### src/rtl/signed_scan_display.sv
// Signed value to multiplexed 7-segment display: valid/ready capture, sequential
// double-dabble to sign-magnitude BCD, then leading-zero blanked digit scan.
module signed_scan_display #(
  parameter int WIDTH    = 8,
  parameter int DIGITS   = 4,
  parameter int SCAN_DIV = 1000
) (
  input  logic              clk,
  input  logic              rst_n,
  input  logic              in_valid,
  output logic              in_ready,
  input  logic [WIDTH-1:0]  in_value,
  output logic [6:0]        seg,
  output logic [DIGITS-1:0] dig_en,
  output logic              neg,
  output logic              ovf,
  output logic              busy
);
  localparam int NB = (WIDTH * 3) / 10 + 1;
  localparam int CW = $clog2(WIDTH + 1);
  localparam int PW = (SCAN_DIV > 1) ? $clog2(SCAN_DIV) : 1;
  localparam int IW = $clog2(DIGITS);

  typedef enum logic [1:0] {IDLE = 2'd0, CONVERT = 2'd1, COMMIT = 2'd2} state_t;

  state_t            state_q, state_d;
  logic              sign_q, sign_d;
  logic [WIDTH-1:0]  bin_q, bin_d;
  logic [4*NB-1:0]   bcd_q, bcd_d, bcd_adj;
  logic [CW-1:0]     cnt_q, cnt_d;
  logic [4*NB-1:0]   disp_bcd_q, disp_bcd_d;
  logic              disp_neg_q, disp_neg_d;
  logic              disp_ovf_q, disp_ovf_d;
  logic [PW-1:0]     presc_q, presc_d;
  logic [IW-1:0]     idx_q, idx_d;
  logic [3:0]        cur_digit;
  int                top_k;

  function automatic logic [6:0] glyph(input logic [3:0] d);
    logic [6:0] g;
    case (d)
      4'd0:    g = 7'b0111111;
      4'd1:    g = 7'b0000110;
      4'd2:    g = 7'b1011011;
      4'd3:    g = 7'b1001111;
      4'd4:    g = 7'b1100110;
      4'd5:    g = 7'b1101101;
      4'd6:    g = 7'b1111101;
      4'd7:    g = 7'b0000111;
      4'd8:    g = 7'b1111111;
      4'd9:    g = 7'b1101111;
      default: g = 7'b0000000;
    endcase
    return g;
  endfunction

  // Index of the most significant nonzero BCD digit; zero counts as one digit.
  function automatic int msd(input logic [4*NB-1:0] b);
    int k;
    k = 0;
    for (int i = 0; i < NB; i++) begin
      if (b[4*i +: 4] != 4'd0) k = i;
      else k = k;
    end
    return k;
  endfunction

  // FSM state register
  always_ff @(posedge clk or negedge rst_n) begin
    if (!rst_n) state_q <= IDLE;
    else        state_q <= state_d;
  end

  // FSM next-state logic
  always_comb begin
    state_d = state_q;
    case (state_q)
      IDLE:    if (in_valid) state_d = CONVERT; else state_d = IDLE;
      CONVERT: if (cnt_q == CW'(WIDTH - 1)) state_d = COMMIT; else state_d = CONVERT;
      COMMIT:  state_d = IDLE;
      default: state_d = IDLE;
    endcase
  end

  // FSM outputs
  always_comb begin
    in_ready = (state_q == IDLE);
    busy     = (state_q != IDLE);
  end

  // Conversion datapath and display register loads
  always_comb begin
    sign_d     = sign_q;
    bin_d      = bin_q;
    bcd_d      = bcd_q;
    cnt_d      = cnt_q;
    disp_bcd_d = disp_bcd_q;
    disp_neg_d = disp_neg_q;
    disp_ovf_d = disp_ovf_q;
    bcd_adj    = bcd_q;
    for (int i = 0; i < NB; i++) begin
      if (bcd_q[4*i +: 4] >= 4'd5) bcd_adj[4*i +: 4] = bcd_q[4*i +: 4] + 4'd3;
      else                          bcd_adj[4*i +: 4] = bcd_q[4*i +: 4];
    end
    case (state_q)
      IDLE: begin
        if (in_valid) begin
          sign_d = in_value[WIDTH-1];
          // Negating -2^(WIDTH-1) yields 2^(WIDTH-1) when read as unsigned.
          bin_d  = in_value[WIDTH-1] ? (~in_value + {{(WIDTH-1){1'b0}}, 1'b1}) : in_value;
          bcd_d  = '0;
          cnt_d  = '0;
        end else begin
          cnt_d = cnt_q;
        end
      end
      CONVERT: begin
        bcd_d = {bcd_adj[4*NB-2:0], bin_q[WIDTH-1]};
        bin_d = {bin_q[WIDTH-2:0], 1'b0};
        cnt_d = cnt_q + CW'(1);
      end
      COMMIT: begin
        disp_bcd_d = bcd_q;
        disp_neg_d = sign_q;
        disp_ovf_d = ((msd(bcd_q) + (sign_q ? 2 : 1)) > DIGITS);
      end
      default: begin
        cnt_d = '0;
      end
    endcase
  end

  // Conversion and display registers
  always_ff @(posedge clk or negedge rst_n) begin
    if (!rst_n) begin
      sign_q     <= 1'b0;
      bin_q      <= '0;
      bcd_q      <= '0;
      cnt_q      <= '0;
      disp_bcd_q <= '0;
      disp_neg_q <= 1'b0;
      disp_ovf_q <= 1'b0;
    end else begin
      sign_q     <= sign_d;
      bin_q      <= bin_d;
      bcd_q      <= bcd_d;
      cnt_q      <= cnt_d;
      disp_bcd_q <= disp_bcd_d;
      disp_neg_q <= disp_neg_d;
      disp_ovf_q <= disp_ovf_d;
    end
  end

  // Scan prescaler and digit index; free-running regardless of FSM state
  always_comb begin
    if (presc_q == PW'(SCAN_DIV - 1)) begin
      presc_d = '0;
      if (idx_q == IW'(DIGITS - 1)) idx_d = '0;
      else                          idx_d = idx_q + IW'(1);
    end else begin
      presc_d = presc_q + PW'(1);
      idx_d   = idx_q;
    end
  end

  // Scan registers
  always_ff @(posedge clk or negedge rst_n) begin
    if (!rst_n) begin
      presc_q <= '0;
      idx_q   <= '0;
    end else begin
      presc_q <= presc_d;
      idx_q   <= idx_d;
    end
  end

  // Segment pattern for the currently enabled position
  always_comb begin
    top_k     = msd(disp_bcd_q);
    cur_digit = 4'd0;
    for (int i = 0; i < NB; i++) begin
      if (int'(idx_q) == i) cur_digit = disp_bcd_q[4*i +: 4];
      else                  cur_digit = cur_digit;
    end
    if (disp_ovf_q)                                seg = 7'b0001000;
    else if (int'(idx_q) <= top_k)                 seg = glyph(cur_digit);
    else if (int'(idx_q) == top_k + 1 && disp_neg_q) seg = 7'b1000000;
    else                                           seg = 7'b0000000;
  end

  // Digit enable and status outputs
  always_comb begin
    dig_en = {{(DIGITS-1){1'b0}}, 1'b1} << idx_q;
    neg    = disp_neg_q;
    ovf    = disp_ovf_q;
  end
endmodule
### config.mk
export PLATFORM = sky130hd
export DESIGN_NAME = signed_scan_display
export DESIGN_NICKNAME = d
export VERILOG_FILES = /design/src/rtl/signed_scan_display.sv
export SDC_FILE = /design/constraint.sdc
export NUM_CORES = 1
export LEC_CHECK = 0
export BUFFER_PORTS_ARGS = -buffer_cell sky130_fd_sc_hd__buf_2
export CORE_MARGIN = 2
export CORE_UTILIZATION = 45
export DETAILED_ROUTE_END_ITERATION = 8
export GPL_TIMING_DRIVEN = 0
export PLACE_DENSITY = 0.71
export SYNTH_ARGS = -nofsm -noshare
export SYNTH_HDL_FRONTEND = slang
export SYNTH_SLANG_ARGS = --single-unit
### constraint.sdc
create_clock -name clk -period 2.1 [get_ports clk]
set_clock_uncertainty 0.15 [all_clocks]
set_input_delay 0.21 -clock clk [delete_from_list [all_inputs] [get_ports clk]]
set_output_delay 0.21 -clock clk [all_outputs]
set_load 0.05 [all_outputs]
Yosys cells after proc, flatten, opt, wreduce, memory -nomap -nowiden:

Memory sizes are Yosys's and may differ from the RTL's.
Cells that the tools add are included.

* reduce and logical (&&, ||, !) cells: 12
* eq/ne operators: 9
* divide/modulo/power cells: 0
* add/subtract/negate cells: 9
* shift operators: 1
* order comparisons: 5
* bitwise logic cells: 2
* muxes and demuxes: 27
* $mul: 0

Operators with widths (number)
* 32-bit 2-to-1 mux: 2
* 32-bit by 3-bit adder with 32-bit output: 1
* 32-bit by 4-bit > comparator with 1-bit output, second input constant: 1
* 4-bit 2-to-1 mux: 6
* 12-bit one-hot mux with 2 select lines: 1
* 7-bit 2-to-1 mux: 3
* 8-bit 2-to-1 mux: 2
* 8-bit one-hot mux with 2 select lines: 1
* 4-bit nonzero test: 4
* 4-bit by 3-bit >= comparator with 1-bit output, second input constant: 3
* 12-bit 2-to-1 mux: 1
* 4-bit one-hot mux with 3 select lines: 1
* 10-bit by 1-bit adder with 10-bit output, second input constant: 1
* 10-bit equality test, second input constant: 1
* 10-bit 2-to-1 mux: 1
* 4-bit by 2-bit adder with 4-bit output, second input constant: 2
* 8-bit by 1-bit adder with 8-bit output, second input constant: 1
* 2-bit equality test, second input constant: 4
* 2-bit 2-to-1 mux: 4
* 8-bit NOT: 1
* 2-bit AND reduction: 3
* 4-bit by 1-bit adder with 4-bit output, second input constant: 1
* 4-bit by 3-bit equality test with 1-bit output, second input constant: 1
* 2-bit logical NOT: 2
* other kinds (14): 17

* bits in latches: 0
* memory bits (writable): 0
* logic and storage cells: 76
* input port bits: 11
* output and inout port bits: 15
* ROM bits: 112
* memories kept: 1
* register bits after elaboration: 53

Memories
* (no name shown): words 16, bits a word 7, read ports 1, clocked after Yosys merged registers in 0, wr ports 0, line 41 `case (d)`

Longest topological paths before layout:

* depth in word-level cells: 9
* gate-level depth with buffers: 9
* mapped depth without buffers: 9

Worst setup path before layout:

Ideal clock, no wire load.

* path type: reg-to-output
* start point: reg idx_q[1]
* end point: out seg[6]
* data required time: 1740 ps
* path slack: -1628 ps
* cell stages (with the launch flop): 10
* arrival time: 3368 ps
* path buffers: 0
* cells stage by stage: dfrtp_1 -> inv_1 -> ha_1 -> nand3b_1 -> a22o_1 -> inv_1 -> ha_1 -> a211oi_1 -> nand2_1 -> a311oi_1

* longest elaborated chain between the ends: 7
* elaborated cells on any way between the ends: 13
* those cells by class: 1 x order compare; 3 x eq/ne; 6 x mux; 2 x reduce/logical; 1 x memory

Ends and longest elaborated chain
* from (decl): line 35 `logic [IW-1:0] idx_q, idx_d;`
* from (signal assigned): line 173 `idx_q <= idx_d;`
* 2-bit logical NOT: line 182 `if (int'(idx_q) == i) cur_digit = disp_bcd_q[4*i +: 4];`
* 4-bit 2-to-1 mux (3 in a row): line 182
* memory 16 x 7 bit
* 7-bit 2-to-1 mux *: line 186 `else if (int'(idx_q) <= top_k) seg = glyph(cur_digit);`
* 7-bit 2-to-1 mux *: line 185 `if (disp_ovf_q) seg = 7'b0001000;`
* to (decl): line 13 `output logic [6:0] seg,`

Mark *: on every way between the ends. The rest lies on a longest branch, timed or not.

Final worst setup path:

* start point: reg disp_bcd_q[4]
* end point: out seg[6]

* longest elaborated chain between the ends: 9
* elaborated cells on any way between the ends: 13
* those cells by class: 1 x add/sub; 1 x order compare; 1 x eq/ne; 7 x mux; 2 x reduce/logical; 1 x memory

Ends and longest elaborated chain
* from (decl): line 31 `logic [4*NB-1:0] disp_bcd_q, disp_bcd_d;`
* from (signal assigned): line 148 `disp_bcd_q <= disp_bcd_d;`
* 4-bit nonzero test: line 62 `if (b[4*i +: 4] != 4'd0) k = i;`
* 1-bit 2-to-1 mux: line 62
* 2-bit 2-to-1 mux: line 62
* 2-bit by 1-bit adder with 3-bit output: line 187 `else if (int'(idx_q) == top_k + 1 && disp_neg_q) seg = 7'b1000000;`
* 2-bit by 3-bit equality test with 1-bit output: line 187
* 1-bit logical AND: line 187
* 7-bit 2-to-1 mux: line 187
* 7-bit 2-to-1 mux *: line 186
* 7-bit 2-to-1 mux *: line 185

Marked as above.

==> flow_metrics.tcl <==
set metrics [dict create \
    fmax_mhz 334.8 \
    drc_errors 4 \
    cts-buffers-inserted 5 \
    fin_ws_ns -0.8869 \
    yosysSeqAreaShare_pct 44.04 \
    violations "design-rule violations, negative hold slack, negative setup slack" \
    gr-total-overflow 0 \
    critPathCaptureType "output port" \
    track_usage_pct 18.81 \
    n_fill_cell 527 \
    startpoint "disp_bcd_q[4]" \
    grt_setup_unrepaired "yes" \
    die_height_um 85.81 \
    drtPass1Iterations 8 \
    synthesis.nets 332 \
    critPathLaunchType "flip-flop" \
    worstSetupEndpoint "seg[6]" \
    io_pins 26 \
    synth_area_sq_mm 0.003012 \
    worst_hold_path_type "input port to asynchronous set/reset pin" \
    finalHoldViolations 53 \
    dp_cells 403 \
    antenna_found_initial 0 \
    relSlewSlack_pct 23.07 \
    post-route-period-util_pct 142.2 \
    antenna_cells 0 \
    wire_per_inst_um 15.11 \
    max_cap_violations 0 \
    synthDistinctLibCells 52 \
    grt_max_degree 54 \
    hold_ws_ns -0.02372 \
    wl_um 6529 \
    place_hpwl_um 4539 \
    setup_viol_count_final 7 \
    r2r_end "idx_q[1]" \
    regArea_sq_mm 0.001329 \
    rows 29 \
    status "complete, but fails checks" \
    place_congestion 0.8583 \
    htree_levels 2 \
    core_area_sq_mm 0.006422 \
    postCtsHoldBufs 0 \
    ctsLongestPathBuffers 2 \
    crit_required_ns 1.74 \
    finalSetupTns_ns -5.110 \
    worst_slew_pin_slew_ns 1.154 \
    area_growth_pct 27.63 \
    p_leak_nw 1.717 \
    worstPathMaxFanout 3 \
    r2r-start "presc_q[0]" \
    utilization_pct 59.85 \
    grt_pass1_wl_um 11080 \
    clock_latency_ns 0.31 \
    layout.nets 385 \
    port_buffers 25 \
    syn_avg_cell_area_sq_um 10.01 \
    synth_edf_count 0 \
    path_clk_slew_ns 0.09 \
    r2r_setup_slack_ns 0.16 \
    stdcell_count 432 \
    crit_type "flip-flop to output port" \
    synth_seq_cells 53 \
    die_w_um 85.81 \
    via_per_inst 5.586 \
    maxSlewViolCount 0 \
    critPathArrivalTime_ns 2.63 \
    first_iter_violations 156 \
    ys.flop_type "dfrtp_1" \
    power_density_mw_per_mm2 1553 \
    tritoncts "built" \
    route.vias.total 2413 \
    async_flop_share_pct 100.0 \
    root_buffer "clkbuf_8" \
    ir_drop_uv 698.6 \
    netlist_instances 301 \
    min_period_ns 2.987 \
    ff2ff_path_depth 6 \
    ys_warn_count 0 \
    initial_core_util_pct 46.89 \
    dieArea_sq_mm 0.007363 \
    antenna_left 0 \
    numClockSinks 53 \
    drive_above_1_share_pct 30.70 \
    multi_input_area_sq_mm 0.001887 \
    grt_pass1_vias 2418 \
]
-- per-layer routing --
layer	track usage (%)	wire length, um
met4	6.926	101
met2	33.31	3322
met5	0	0
met3	2.599	147
met1	23.40	2957
-- layout make-up --
type                    instances  area share [%]
clock inverters                 2          0.2604
flip-flops and latches         53           34.57
repair buffers                 46           8.887
plain buffers                   6          0.7161
multi-input cells             222           49.09
inverters                      20           2.083
clock buffers                   6           1.888
well taps                      77           2.507
-- worst max-delay path, cell delays in order, from the launching register on --
cell	delay, ns
dfrtp_1	0.44
nor4_4	0.36
nor2b_1	0.09
ha_1	0.29
or3b_4	0.38
a211oi_2	0.24
a221oi_2	0.08
a311oi_4	0.24
buf_6	0.20
-- timing repair --
item / 4_1_cts / 5_1_grt
pin swaps: 9 / 7
endpoints found under the hold margin: 0 / 0
buffers inserted: 18 / 3
gates resized for setup: 31 / 11
endpoints found under the setup margin: 7 / 9
-- cell usage after synthesis, types with 3 or more instances --
library cell  instances  share of area (%)
dfrtp_1              53                 44
nand2_1              31                3.9
ha_1                 20                8.3
inv_1                19                2.4
o21ai_0              18                3.0
nor2_1               14                1.7
o22ai_1              13                2.7
xnor2_1              12                3.5
a21oi_1              11                1.8
mux2_2               11                4.1
nand3_1               8                1.3
xor2_1                7                2.0
a211oi_1              6                1.5
nand2b_1              6                1.2
o31ai_1               6                1.5
nor3_1                5               0.83
a32o_1                4                1.3
clkbuf_1              4               0.50
a22oi_1               3               0.75
and3_1                3               0.62
nand3b_1              3               0.75
nor2b_1               3               0.62
-- worst min path at each step --
stage               start  slack [ns]         end  cells past startpoint
2_1_floorplan       rst_n       -0.24    bcd_q[0]                      0
3_3_place_gp   presc_q[0]        0.31  presc_q[0]                      1
3_5_place_dp     bin_q[7]        0.32    bcd_q[0]                      2
4_1_cts             rst_n        0.01    bin_q[1]                      1
5_1_grt             rst_n        0.07    bin_q[7]                      1
6_report            rst_n       -0.02    bin_q[6]                      1
-- cell usage in the layout, fill, tap and decap left out, types with 9 or more instances in the layout --
master   synthesis  routed
a21oi_1         11       9
buf_2            1      19
buf_4            1      19
buf_6            0       9
dfrtp_1         53      51
ha_1            20      12
inv_1           19      14
mux2_2          11      11
nand2_1         31      30
nor2_1          14      14
o21ai_0         18      18
o22ai_1         13      13
xnor2_1         12      12
-- kinds of logic (layout without fill, tap and decap cells) --
group	Yosys count	after routing	share of synthesized area (%)
AOI/OAI and AO/OA	83	83	19.19
xor gates and xnor gates	19	19	5.526
and+or+nand+nor	86	86	14.38
muxes	14	14	5.152
DFF	53	53	44.04
adders and majority gates	20	20	8.309
buffers and inverters	26	80	3.406
-- state kept, by name, summed over array words and instances (netlist names) --
name / cells
bcd_q: 12
bin_q: 8
cnt_q: 4
disp_bcd_q: 12
idx_q: 2
neg: 1
ovf: 1
presc_q: 10
sign_q: 1
state_q: 2
-- report_power, final --
| part | switching [mW] | internal, mW |
|---|---|---|
| Sequential | 0.301 | 1.37 |
| Clock | 0.319 | 0.232 |
| Combinational | 2.12 | 1.63 |
-- stage by stage --
step	hold slack, ns	cell area [sq um]	setup slack (ns)	total power [mW]
floorplan	-0.2356	3192	-0.5784	4.159
global placement	0.3101	3413	-0.6781	4.681
detailed placement	0.3207	3413	-0.6857	4.766
CTS	0.01182	3764	-0.8530	5.856
global route	0.06504	3844	-0.9816	6.377
finish	-0.02372	3844	-0.8869	5.968
(Power assumes the default switching activity.)
